## config.mk

```make
export PLATFORM = sky130hd
export DESIGN_NAME = rv32m_div_unit
export DESIGN_NICKNAME = d
export VERILOG_FILES = /design/src/rtl/rv32m_div_unit_pkg.sv /design/src/rtl/rv32m_div_unit_restoring_step.sv /design/src/rtl/rv32m_div_unit.sv
export SDC_FILE = /design/constraint.sdc
export NUM_CORES = 1
export LEC_CHECK = 0
export BUFFER_PORTS_ARGS = -buffer_cell sky130_fd_sc_hd__buf_2
export CAP_MARGIN = 20
export CORE_UTILIZATION = 44
export CTS_BUF_LIST = sky130_fd_sc_hd__clkbuf_2
export DETAILED_ROUTE_END_ITERATION = 8
export PLACE_DENSITY_LB_ADDON = 0.12
export SLEW_MARGIN = 20
export SYNTH_ARGS = -nofsm -noshare
export SYNTH_HDL_FRONTEND = slang
export SYNTH_SLANG_ARGS = --single-unit
```

## constraint.sdc

```tcl
create_clock -name clk -period 2.95 [get_ports clk]
set_input_delay 0.59 -clock clk [delete_from_list [all_inputs] [get_ports clk]]
set_output_delay 0.59 -clock clk [all_outputs]
set_load 0.01 [all_outputs]
```

## src/rtl/rv32m_div_unit_pkg.sv

```systemverilog
// Shared control codes for the M-extension divide path: funct3 encodings
// and the divide FSM state encoding.
package cpu_control_codes;

  localparam logic [2:0] DIV_F3_DIV  = 3'b100;
  localparam logic [2:0] DIV_F3_DIVU = 3'b101;
  localparam logic [2:0] DIV_F3_REM  = 3'b110;
  localparam logic [2:0] DIV_F3_REMU = 3'b111;

  typedef enum logic [1:0] {
    DIV_IDLE = 2'b00,
    DIV_CALC = 2'b01,
    DIV_FIX  = 2'b10,
    DIV_DONE = 2'b11
  } div_state_t;

endpackage

```

## src/rtl/rv32m_div_unit_restoring_step.sv

```systemverilog
// One radix-2 restoring division step: shift {rem, quo} left by one, try to
// subtract the divisor from the widened partial remainder, and keep the
// difference (quotient bit 1) only when it does not go negative.
module div_restoring_step #(
  parameter int WIDTH = 32
) (
  input  logic [WIDTH-1:0] i_rem,
  input  logic [WIDTH-1:0] i_quo,
  input  logic [WIDTH-1:0] i_divisor,
  output logic [WIDTH-1:0] o_next_rem,
  output logic [WIDTH-1:0] o_next_quo
);

  logic [WIDTH:0]   w_shift;
  logic             w_ge;
  logic [WIDTH-1:0] w_trial;

  // The shifted remainder needs WIDTH+1 bits because rem may be as large as
  // divisor-1 before the shift. When the trial is non-negative the true
  // difference is below the divisor, so the low WIDTH bits are exact.
  always_comb begin
    w_shift    = {i_rem, i_quo[WIDTH-1]};
    w_ge       = (w_shift >= {1'b0, i_divisor});
    w_trial    = w_shift[WIDTH-1:0] - i_divisor;
    o_next_rem = w_ge ? w_trial : w_shift[WIDTH-1:0];
    o_next_quo = {i_quo[WIDTH-2:0], w_ge};
  end

endmodule

```

## src/rtl/rv32m_div_unit.sv

```systemverilog
// Multi-cycle RV32M DIV/DIVU/REM/REMU unit. Restoring division, one quotient
// bit per cycle on magnitudes, with sign fix-up at the end. Divide-by-zero
// and signed overflow are resolved in the accepting cycle.
//
// Handshake: i_start is a level held (with operands) by the datapath until
// o_done. It is sampled only in IDLE. o_done is a one-cycle pulse with
// o_result valid during it; o_result then holds until the next o_done.
// i_flush aborts any operation with no o_done and result unchanged.
module rv32m_div_unit
  import cpu_control_codes::*;
#(
  parameter int WIDTH = 32
) (
  input  logic             clk,
  input  logic             rst_n,
  input  logic             i_start,
  input  logic             i_flush,
  input  logic [2:0]       i_funct3,
  input  logic [WIDTH-1:0] i_op_a,
  input  logic [WIDTH-1:0] i_op_b,
  output logic             o_busy,
  output logic             o_done,
  output logic [WIDTH-1:0] o_result,
  output logic             o_stall,
  output logic [1:0]       o_state
);

  localparam int CW = $clog2(WIDTH) + 1;
  localparam logic [WIDTH-1:0] MOST_NEG = {1'b1, {(WIDTH-1){1'b0}}};

  div_state_t       r_state;
  logic             r_busy;
  logic             r_done;
  logic [WIDTH-1:0] r_result;
  logic [CW-1:0]    r_cnt;
  logic [WIDTH-1:0] r_rem;
  logic [WIDTH-1:0] r_quo;
  logic [WIDTH-1:0] r_divisor;
  logic             r_neg_q;
  logic             r_neg_r;
  logic             r_sel_rem;

  logic             w_accept;
  logic             w_signed;
  logic [WIDTH-1:0] w_abs_a;
  logic [WIDTH-1:0] w_abs_b;
  logic             w_div_zero;
  logic             w_overflow;
  logic [WIDTH-1:0] w_special_res;
  logic [WIDTH-1:0] w_next_rem;
  logic [WIDTH-1:0] w_next_quo;
  logic [WIDTH-1:0] w_quo_fix;
  logic [WIDTH-1:0] w_rem_fix;

  // Operand decode in IDLE: magnitudes for signed ops and early-out detection.
  always_comb begin
    w_accept   = i_start & i_funct3[2];
    w_signed   = ~i_funct3[0];
    w_abs_a    = (w_signed & i_op_a[WIDTH-1]) ? (~i_op_a + 1'b1) : i_op_a;
    w_abs_b    = (w_signed & i_op_b[WIDTH-1]) ? (~i_op_b + 1'b1) : i_op_b;
    w_div_zero = (i_op_b == '0);
    w_overflow = w_signed & (i_op_a == MOST_NEG) & (&i_op_b);
    if (w_div_zero) begin
      w_special_res = i_funct3[1] ? i_op_a : '1;
    end else begin
      w_special_res = i_funct3[1] ? '0 : MOST_NEG;
    end
  end

  div_restoring_step #(
    .WIDTH(WIDTH)
  ) u_step (
    .i_rem      (r_rem),
    .i_quo      (r_quo),
    .i_divisor  (r_divisor),
    .o_next_rem (w_next_rem),
    .o_next_quo (w_next_quo)
  );

  // Sign fix-up; the neg flags are only ever set for signed ops.
  always_comb begin
    w_quo_fix = r_neg_q ? (~r_quo + 1'b1) : r_quo;
    w_rem_fix = r_neg_r ? (~r_rem + 1'b1) : r_rem;
  end

  // Divide FSM with registered busy/done/result; flush overrides every transition.
  always_ff @(posedge clk or negedge rst_n) begin
    if (!rst_n) begin
      r_state   <= DIV_IDLE;
      r_busy    <= 1'b0;
      r_done    <= 1'b0;
      r_result  <= '0;
      r_cnt     <= '0;
      r_rem     <= '0;
      r_quo     <= '0;
      r_divisor <= '0;
      r_neg_q   <= 1'b0;
      r_neg_r   <= 1'b0;
      r_sel_rem <= 1'b0;
    end else if (i_flush) begin
      r_state <= DIV_IDLE;
      r_busy  <= 1'b0;
      r_done  <= 1'b0;
    end else begin
      case (r_state)
        DIV_IDLE: begin
          r_done <= 1'b0;
          if (w_accept) begin
            r_busy    <= 1'b1;
            r_sel_rem <= i_funct3[1];
            r_neg_q   <= w_signed & (i_op_a[WIDTH-1] ^ i_op_b[WIDTH-1]);
            r_neg_r   <= w_signed & i_op_a[WIDTH-1];
            r_divisor <= w_abs_b;
            if (w_div_zero || w_overflow) begin
              r_result <= w_special_res;
              r_done   <= 1'b1;
              r_state  <= DIV_DONE;
            end else begin
              r_rem   <= '0;
              r_quo   <= w_abs_a;
              r_cnt   <= CW'(WIDTH);
              r_state <= DIV_CALC;
            end
          end
        end
        DIV_CALC: begin
          r_rem <= w_next_rem;
          r_quo <= w_next_quo;
          r_cnt <= r_cnt - 1'b1;
          if (r_cnt == CW'(1)) begin
            r_state <= DIV_FIX;
          end
        end
        DIV_FIX: begin
          r_result <= r_sel_rem ? w_rem_fix : w_quo_fix;
          r_done   <= 1'b1;
          r_state  <= DIV_DONE;
        end
        DIV_DONE: begin
          r_done  <= 1'b0;
          r_busy  <= 1'b0;
          r_state <= DIV_IDLE;
        end
        default: begin
          r_state <= DIV_IDLE;
          r_busy  <= 1'b0;
          r_done  <= 1'b0;
        end
      endcase
    end
  end

  assign o_busy   = r_busy;
  assign o_done   = r_done;
  assign o_result = r_result;
  assign o_stall  = i_start & ~r_done;
  assign o_state  = r_state;

endmodule

```

==> impl.org, run 1 <==
** Run status
- Run status :: completed

** Global routing
- Layer with the highest usage after global routing :: met2
- Met2 usage in global routing :: 44.7%
- Summed over all layers, the global routing overflow is 0.
- Met3 Usage GRT :: 3.69%
- The first global-routing pass estimated 54.4 mm of wire.
- Global routing used 26.9% of the available tracks.
- Antenna violations before repair :: 1
- The number of global-route vias before repair came to 10000.
- Maximum number of pins on one net before global-route repair :: 68
- Global routing used 36.5% of the available met1 tracks.

** Logic synthesis
- After Yosys synthesis, and, or, nand and nor cells account for 20.4% of the synthesized area.
- Synth Flop Type :: dfrtp_1
- Counting flops with an async set or reset pin after synthesis yields a share of 100%.
- Leading cell type by number of instances after synthesis :: nand2_1
- Number of synthesis warnings :: 0
- The number of different library cells used by synthesis comes to 71.
- XOR/XNOR share of the synthesized area :: 11.9%
- By area, the combinational part of the netlist is dominated by compound AO/OA/AOI/OAI gates.
- Of the post-synthesis cell area, the dominant cell type holds 32.1%.
- Area fraction in compound gates after synthesis :: 23.3%
- Counting flops with a built-in enable in the synthesized netlist gives 0.
- The number of nets handed over by synthesis was 1451.
- Measured against the total synthesized area, the mux share comes to 2.85%.
- Count of state elements after synthesis :: 141
- In the synthesized netlist, the number of instances is 1336.
- Of the synthesized area, sequential elements account for 32.1%.
- Post-synthesis share of cell area spent on full adders, half adders and majority gates :: 5.07%
- Library cell with the largest summed area after synthesis :: dfrtp_1
- Syn Std Cell Area :: 0.0110 mm^2
- Synthesized area divided by synthesized cell count :: 8.23 um^2
- Commonest cells in the netlist :: nand2_1, dfrtp_1, o21ai_0, a21oi_1, nor2_1
- Yosys attributes the largest share of cell area to dfrtp_1, xnor2_1, nand2_1.

** Floorplan
- In this run the count of I/O pins placed on the die edge is 108.
- Horizontal extent of the die :: 160 um
- In this run the vertical extent of the chip is 160 um.
- Starting Density :: 45.1%
- The die covers 0.0256 mm^2.
- The floorplan has 57 rows.
- In this run the standard cell core region covers 0.0244 mm^2.

** Routing
- For this run, design rule violations remaining after detail routing come to 0.
- Antenna viol nets, final :: 0
- After detailed routing, the average wire length per cell comes to 18.0 um.
- The final layout contains routed wiring with a total length of 33.7 mm.
- Iteration count of the initial detailed-routing pass :: 5
- Per-cell via count in the routed design :: 5.56
- For this block, the initial DRC count from the detailed router was 695.
- The routed layout has 10400 vias.

** Critical path
- The setup path with the least slack is of type register to register.
- Depth of the worst register-to-register path :: 9
- In this run the register-to-register setup slack is 0.11 ns.
- Setup crit end kind :: register
- Worst reg2reg path startpoint :: r_quo[6]
- The worst register-to-register path ends at o_result[26].
- Largest fanout of any net on the critical path :: 5
- Kind of start point of the critical path :: register
- Worst endpoint data arrival time :: 3.52 ns
- Data required time of the critical path :: 3.63 ns
- Origin of the worst setup path :: r_quo[6]

** CTS
- After clock tree synthesis, the clock-pin slew on the worst setup and hold paths is 0.23 ns.
- Total CTS buffers :: 17
- Clock tree from TritonCTS :: yes
- The H-tree was split into 4 levels.
- At the later pin of the worst-skew pair, clock insertion delay measures 0.75 ns.
- In this run the clock root is driven by a clkbuf_2.
- For this design, the sink count on the clock tree is 141.
- Maximum buffer depth of the clock tree :: 2

** Cells and area
- For this run, the post-layout net count is 1655.
- Utilization after layout :: 54.4%
- The finished layout holds 1878 standard cells, fillers aside.
- Area overhead of the layout relative to synthesis :: 20.5%
- Ratio of cells with drive above 1 in the final layout :: 21.5%

** Placed design
- After detailed placement, the design holds a cell count of 1840.
- Quantity of I/O buffers inserted on ports :: 107
- Final GP Congestion :: 0.909
- HPWL after DPL :: 26.1 mm

** Pwr
- Clock network power share :: 15.2%
- Design Power :: 0.00881 W
- Leakage component of the power :: 6.07 nW
- Reported net switching power :: 0.00389 W
- Registers are responsible for 34.3% of the overall power.
- IR analysis of the VDD net gives a maximum drop of 0.257 mV.
- For this design the ratio of total power to cell area is 665 mW/mm^2.
- Cell internal power was estimated by the tool at 0.00493 W.
- Combinational logic is responsible for 50.5% of the overall power.
- Net switching is 44.1% of the power.

** Min path
- Hold Path End :: o_done
- Depth of the worst hold-timing path :: 2
- The tightest min-delay check is of the input port to register type.
- The startpoint identified for the worst hold timing path is i_flush.

** Timing
- Unrepaired setup endpoints after global routing :: no
- Remaining max-slew budget at the tightest pin :: 38.7%
- Setup violations remaining at the end of the flow were counted as 0.
- Final period util :: 96.2%
- Final hold analysis gives a worst-case slack of 0.0893 ns.
- Measured slew at the worst slew-check pin :: 0.920 ns
- Slew Viols, Final :: 0
- The clock arrives with 0.0353 ns of skew.
- Subtracting the final worst setup slack from the clock period gives 2.84 ns.
- Maximum clock frequency :: 352 MHz
- For the final routed database, the setup TNS stands at 0 ns.
- Count of final hold-check violations :: 0

** Job
- Max-cap violations in this run came to 0.
## registers in the layout, summed over array words and instances (netlist names), 2 cells and up
register and count:
r_rem 32, r_quo 32, r_cnt 6, r_divisor 32, o_result 32, o_state 2
## power by group through the flow
stage / clock, W / sequential, W / combinational, W
2_1_floorplan: 0 / 0.00288 / 0.00290
3_3_place_gp: 0 / 0.00301 / 0.00426
3_5_place_dp: 0 / 0.00303 / 0.00430
4_1_cts: 0.00137 / 0.00300 / 0.00433
5_1_grt: 0.00144 / 0.00311 / 0.00493
6_report: 0.00134 / 0.00303 / 0.00445
## cell usage in the layout (no fill, tap or decap), types with 11 or more instances in the layout
cell / netlist / routed
dfrtp_1: 141 / 137
buf_4: 2 / 135
nor3_1: 26 / 26
a32oi_1: 17 / 16
o21ai_0: 128 / 127
xor2_1: 68 / 68
nand4_1: 16 / 16
nor2_1: 83 / 83
nand2_1: 177 / 177
mux2i_1: 28 / 28
a21oi_1: 92 / 87
and2_1: 17 / 17
o31ai_1: 31 / 30
inv_1: 57 / 56
a21o_1: 14 / 14
or3_1: 12 / 12
o22ai_1: 16 / 15
nand3_1: 26 / 26
clkbuf_2: 0 / 17
a22o_1: 14 / 14
a31oi_1: 11 / 11
buf_2: 8 / 106
nand2b_1: 16 / 16
ha_1: 43 / 43
xnor2_1: 82 / 82
## area by class of cell
type	count	area, um^2
Fill cell	2395	11100
Timing Repair Buffer	250	1710
Sequential cell	141	3530
Inverter	58	218
Antenna cell	1	2.50
Clock inverter	15	195
Clock buffer	17	85.1
Multi-Input combinational cell	1072	7110
Tap cell	324	405
## cells by family (layout without fill, tap and decap cells)
| group | Yosys count | in the layout |
|---|---|---|
| AND/OR/NAND/NOR | 445 | 445 |
| AO/OA/AOI/OAI | 402 | 402 |
| XOR/XNOR | 150 | 150 |
| flip-flops | 141 | 141 |
| buffers and inverters | 123 | 340 |
| adder cells (fa/ha/maj) | 44 | 44 |
| multiplexers | 31 | 31 |
| other | 0 | 1 |
## worst max-delay path, stage by stage, from the launching register on
cell and delay (ns):
dfrtp_1 0.44, or4_4 0.55, buf_4 0.16, or4_4 0.53, nand2b_4 0.17, nand2b_4 0.17
o21ai_0 0.23, xor2_1 0.18, nand2_1 0.07, a32o_1 0.24
## worst max-delay path by stage
stage	endpoint	slack (ns)
after floorplan	o_result[0]	0.16
after global placement	r_quo[31]	-0.32
after detailed placement	r_quo[31]	-0.24
after CTS	r_rem[30]	0.001
after global routing	o_result[31]	0.002
final	o_result[26]	0.11
## per-layer routing
layer	vias up	share of wire [%]
li1	5235	-
met1	4881	47
met2	288	47
met3	40	4.3
met4	0	1.8
met5	-	0
## repair_timing
| item | 4_1_cts | 5_1_grt |
|---|---|---|
| hold buffers | 1 | 0 |
| resized for setup | 2 | 24 |
| pin swaps | 0 | 8 |
| endpoints found under the hold margin | 40 | 0 |
| setup endpoints to repair | 9 | 34 |
| buffers inserted | 0 | 4 |
## through the flow
step	instance area, um^2	setup WS, ns
floorplan	11000	0.159
global placement	12800	-0.324
detailed placement	12800	-0.238
CTS	13100	0.00119
global route	13300	0.00226
finish	13300	0.113
Note: power is estimated with default switching activity, not from simulation.
==> inputs of run 2 (changes only) <==
==> constraint.sdc (replaced) <==
create_clock -name clk -period 3 [get_ports clk]
set_input_delay 0.6 -clock clk [delete_from_list [all_inputs] [get_ports clk]]
set_output_delay 0.6 -clock clk [all_outputs]
set_load 0.01 [all_outputs]
==> impl.org, run 2 (synthesized netlist as in run 1, its figures left out) <==
** Run status
- The flow ran to the end, and the final reports show no timing, DRC or antenna violations.

** Cells and area
- Utilization after layout :: 52.7% (-1.6 points)
- The number of filler instances in the final layout came to 2422 (+1.1%).
- The count of non-filler cells in the finished layout was 1840 (-2.0%).
- Area overhead of the layout relative to synthesis :: 16.9%
- Design area :: 0.0129 mm^2 (-3.0%)
- In the layout the commonest cells are nand2_1, dfrtp_1, o21ai_0.
- The post-layout net count came to 1618 (-2.2%).
- The fraction of layout instances using a drive strength above 1 came to 19.1% (-2.4 points).
- Leaving out fill and tap cells, the most frequent cell in the layout is nand2_1.

** Floorplan
- The standard-cell row count is 57 (unchanged).
- The area of the die was 0.0256 mm^2 (unchanged).
- Starting Density :: 45.1% (unchanged)
- The total core area was 0.0244 mm^2 (unchanged).
- The die span in y came to 160 um (unchanged).
- The boundary pin count was 108 (unchanged).
- Horizontal extent of the die :: 160 um (unchanged)

** Placed design
- The last weighted congestion value of the routability-driven placer was 0.896 (-1.3%).
- The count of port buffers added during placement was 107 (unchanged).
- The instance count after placement with tap cells included was 1806 (-1.8%).
- The detailed-placement wirelength estimate was 25.8 mm (-0.97%).
- The instance area after placement is 0.0126 mm^2 (-2.0%).
- The pre-CTS setup slack is -0.229 ns (+0.00920 ns).

** Pwr
- The clock group share of total power came to 13.3% (-1.9 points).
- Proportion of power drawn by combinational gates :: 51.2% (+0.7 points)
- The internal portion of total power is 0.00457 W (-7.3%).
- Maximum VDD drop :: 0.288 mV (+12%)
- Leakage component of the power :: 5.84 nW (-3.8%)
- The switching power of the nets is 0.00373 W (-4.0%).
- The switching power as a share of total power was 45.0% (+0.87 points).
- Sequential fraction of design power :: 35.5% (+1.2 points)
- Power per standard cell area :: 646 mW/mm^2 (-2.9%)

** Timing
- PnR worst setup slack :: 0.121 ns (+0.00810 ns)
- Slew Viols, Final :: 0 (unchanged)
- Count of final hold-check violations :: 0 (unchanged)
- Maximum clock frequency :: 347 MHz (-1.5%)
- The hold slack was 0.110 ns (+0.0203 ns).
- Final count of negative-setup-slack endpoints :: 0 (unchanged)
- Measured slew at the worst slew-check pin :: 0.686 ns (-0.234 ns)
- The setup clock skew after layout was 0.0489 ns (+0.0136 ns).
- Time the worst path needs with I/O delays and setup :: 2.88 ns (+0.0419 ns)
- Final period util :: 96.0% (-0.21 points)
- Setup repair after global routing could not meet its margin everywhere.
- Remaining max-slew budget at the tightest pin :: 54.3% (+16 points)

** CTS
- Maximum buffer depth of the clock tree :: 2 (unchanged)
- Total CTS buffers :: 17 (unchanged)
- The clock-pin slew on the worst setup and hold paths came to 0.23 ns (about the same).
- The clock sink count is 141 (unchanged).
- The clock insertion delay at the later pin of the skew report was 0.74 ns (about the same).
- Clock Tree Root :: clkbuf_2
- Level count of the clock H-tree :: 4 (unchanged)
- TritonCTS built the clock tree.

** Critical path
- The required time at the endpoint of the critical path came to 3.68 ns (+0.05 ns).
- Worst reg2reg path startpoint :: r_quo[1]
- Origin of the worst setup path :: r_quo[1]
- Setup crit end kind :: register
- Kind of start point of the critical path :: register
- Type of the worst setup path :: register to register
- The arrival time of data at the critical path endpoint is 3.55 ns (+0.03 ns).
- Largest fanout of any net on the critical path :: 5 (unchanged)

** Global routing
- The remaining global-route overflow is 0 (unchanged).
- Overall routing resource usage :: 26.8% (-0.082 points)
- The largest net degree at the start of global routing came to 71 (+4.4%).
- The number of global-route vias before repair came to 10200 (+1.6%).
- Antenna violations before repair :: 1 (unchanged)
- First-pass GRT wire length :: 54.3 mm (-0.23%)

** Routing
- Per-cell via count in the routed design :: 5.65 (+1.6%)
- The aggregate routed wire length was 33.6 mm (-0.41%).
- Antenna viol nets, final :: 0 (unchanged)
- The DRC violations left was 0 (unchanged).
- The count of TritonRoute iterations in the first routing pass is 7 (+2).
- Mean routed wirelength per cell :: 18.3 um (+1.7%)
- The via count of the routed design came to 10400 (-0.45%).
- Starting DRC count in detailed routing :: 612 (-12%)

** Min path
- Critical hold path startpoint :: i_flush
- Hold/Removal Path Class :: input port to register

** Job
- Number of violations of the max-capacitance limit :: 0 (unchanged)
## run 2: cell type report
| cell class | count | area, um^2 | share of cell area [%] |
|---|---|---|---|
| diodes | 1 | 2.50 | 0.0195 |
| repair buffers | 213 | 1420 | 11.0 |
| inverters | 58 | 218 | 1.69 |
| clock buffers | 18 | 90.1 | 0.701 |
| multi-input cells | 1072 | 7070 | 55.0 |
| flip-flops and latches | 141 | 3530 | 27.5 |
| clock inverters | 13 | 126 | 0.983 |
| well taps | 324 | 405 | 3.15 |
## run 2: final timing paths
check / cells past startpoint / slack (ns) / to
worst min-delay path: 2 / 0.11 / o_busy
max in group asynchronous: 3 / 1.73 / r_neg_q
worst max-delay path: 10 / 0.12 / o_result[28]
worst min register to register: 2 / 0.50 / r_divisor[16]
worst max register to register: 10 / 0.12 / o_result[28]
min in group asynchronous: 2 / 0.41 / o_result[6]
## run 2: critical path, cell delays in order, from the launching register on
cell      delay (ns)
dfrtp_1         0.45
inv_1           0.08
ha_1            0.17
or3b_2          0.51
or4_4           0.49
nand2b_4        0.18
nand2b_4        0.18
o41ai_4         0.32
xnor2_1         0.15
o22ai_1         0.10
o31ai_1         0.20
## run 2: through the flow
stage / total power [W] / TNS, ns
after floorplan: 0.00568 / 0
after global placement: 0.00706 / -3.61
after detailed placement: 0.00712 / -6.47
after CTS: 0.00823 / 0
after global routing: 0.00897 / -0.0741
final: 0.00830 / 0
## run 2: power by group through the flow
stage	sequential, W	combinational (W)	clock [W]
2_1_floorplan	0.00283	0.00285	0
3_3_place_gp	0.00295	0.00411	0
3_5_place_dp	0.00296	0.00416	0
4_1_cts	0.00292	0.00417	0.00114
5_1_grt	0.00303	0.00473	0.00121
6_report	0.00295	0.00425	0.00111
## run 2: timing repair
action                                  in CTS  in global routing
resized for setup                            0                 18
endpoints found under the setup margin       0                 37
setup buffers                                0                  1
hold buffers                                 1                  0
endpoints found under the hold margin       68                  0
## run 2: routing by layer
metal | vias up | track usage [%] | routed length, um
met2 | 295 | 44.1 | 15600
met4 | 0 | 9.09 | 911
met5 | - | 0 | 0
li1 | 5163 | - | -
met3 | 42 | 3.22 | 1490
met1 | 4897 | 36.4 | 15600
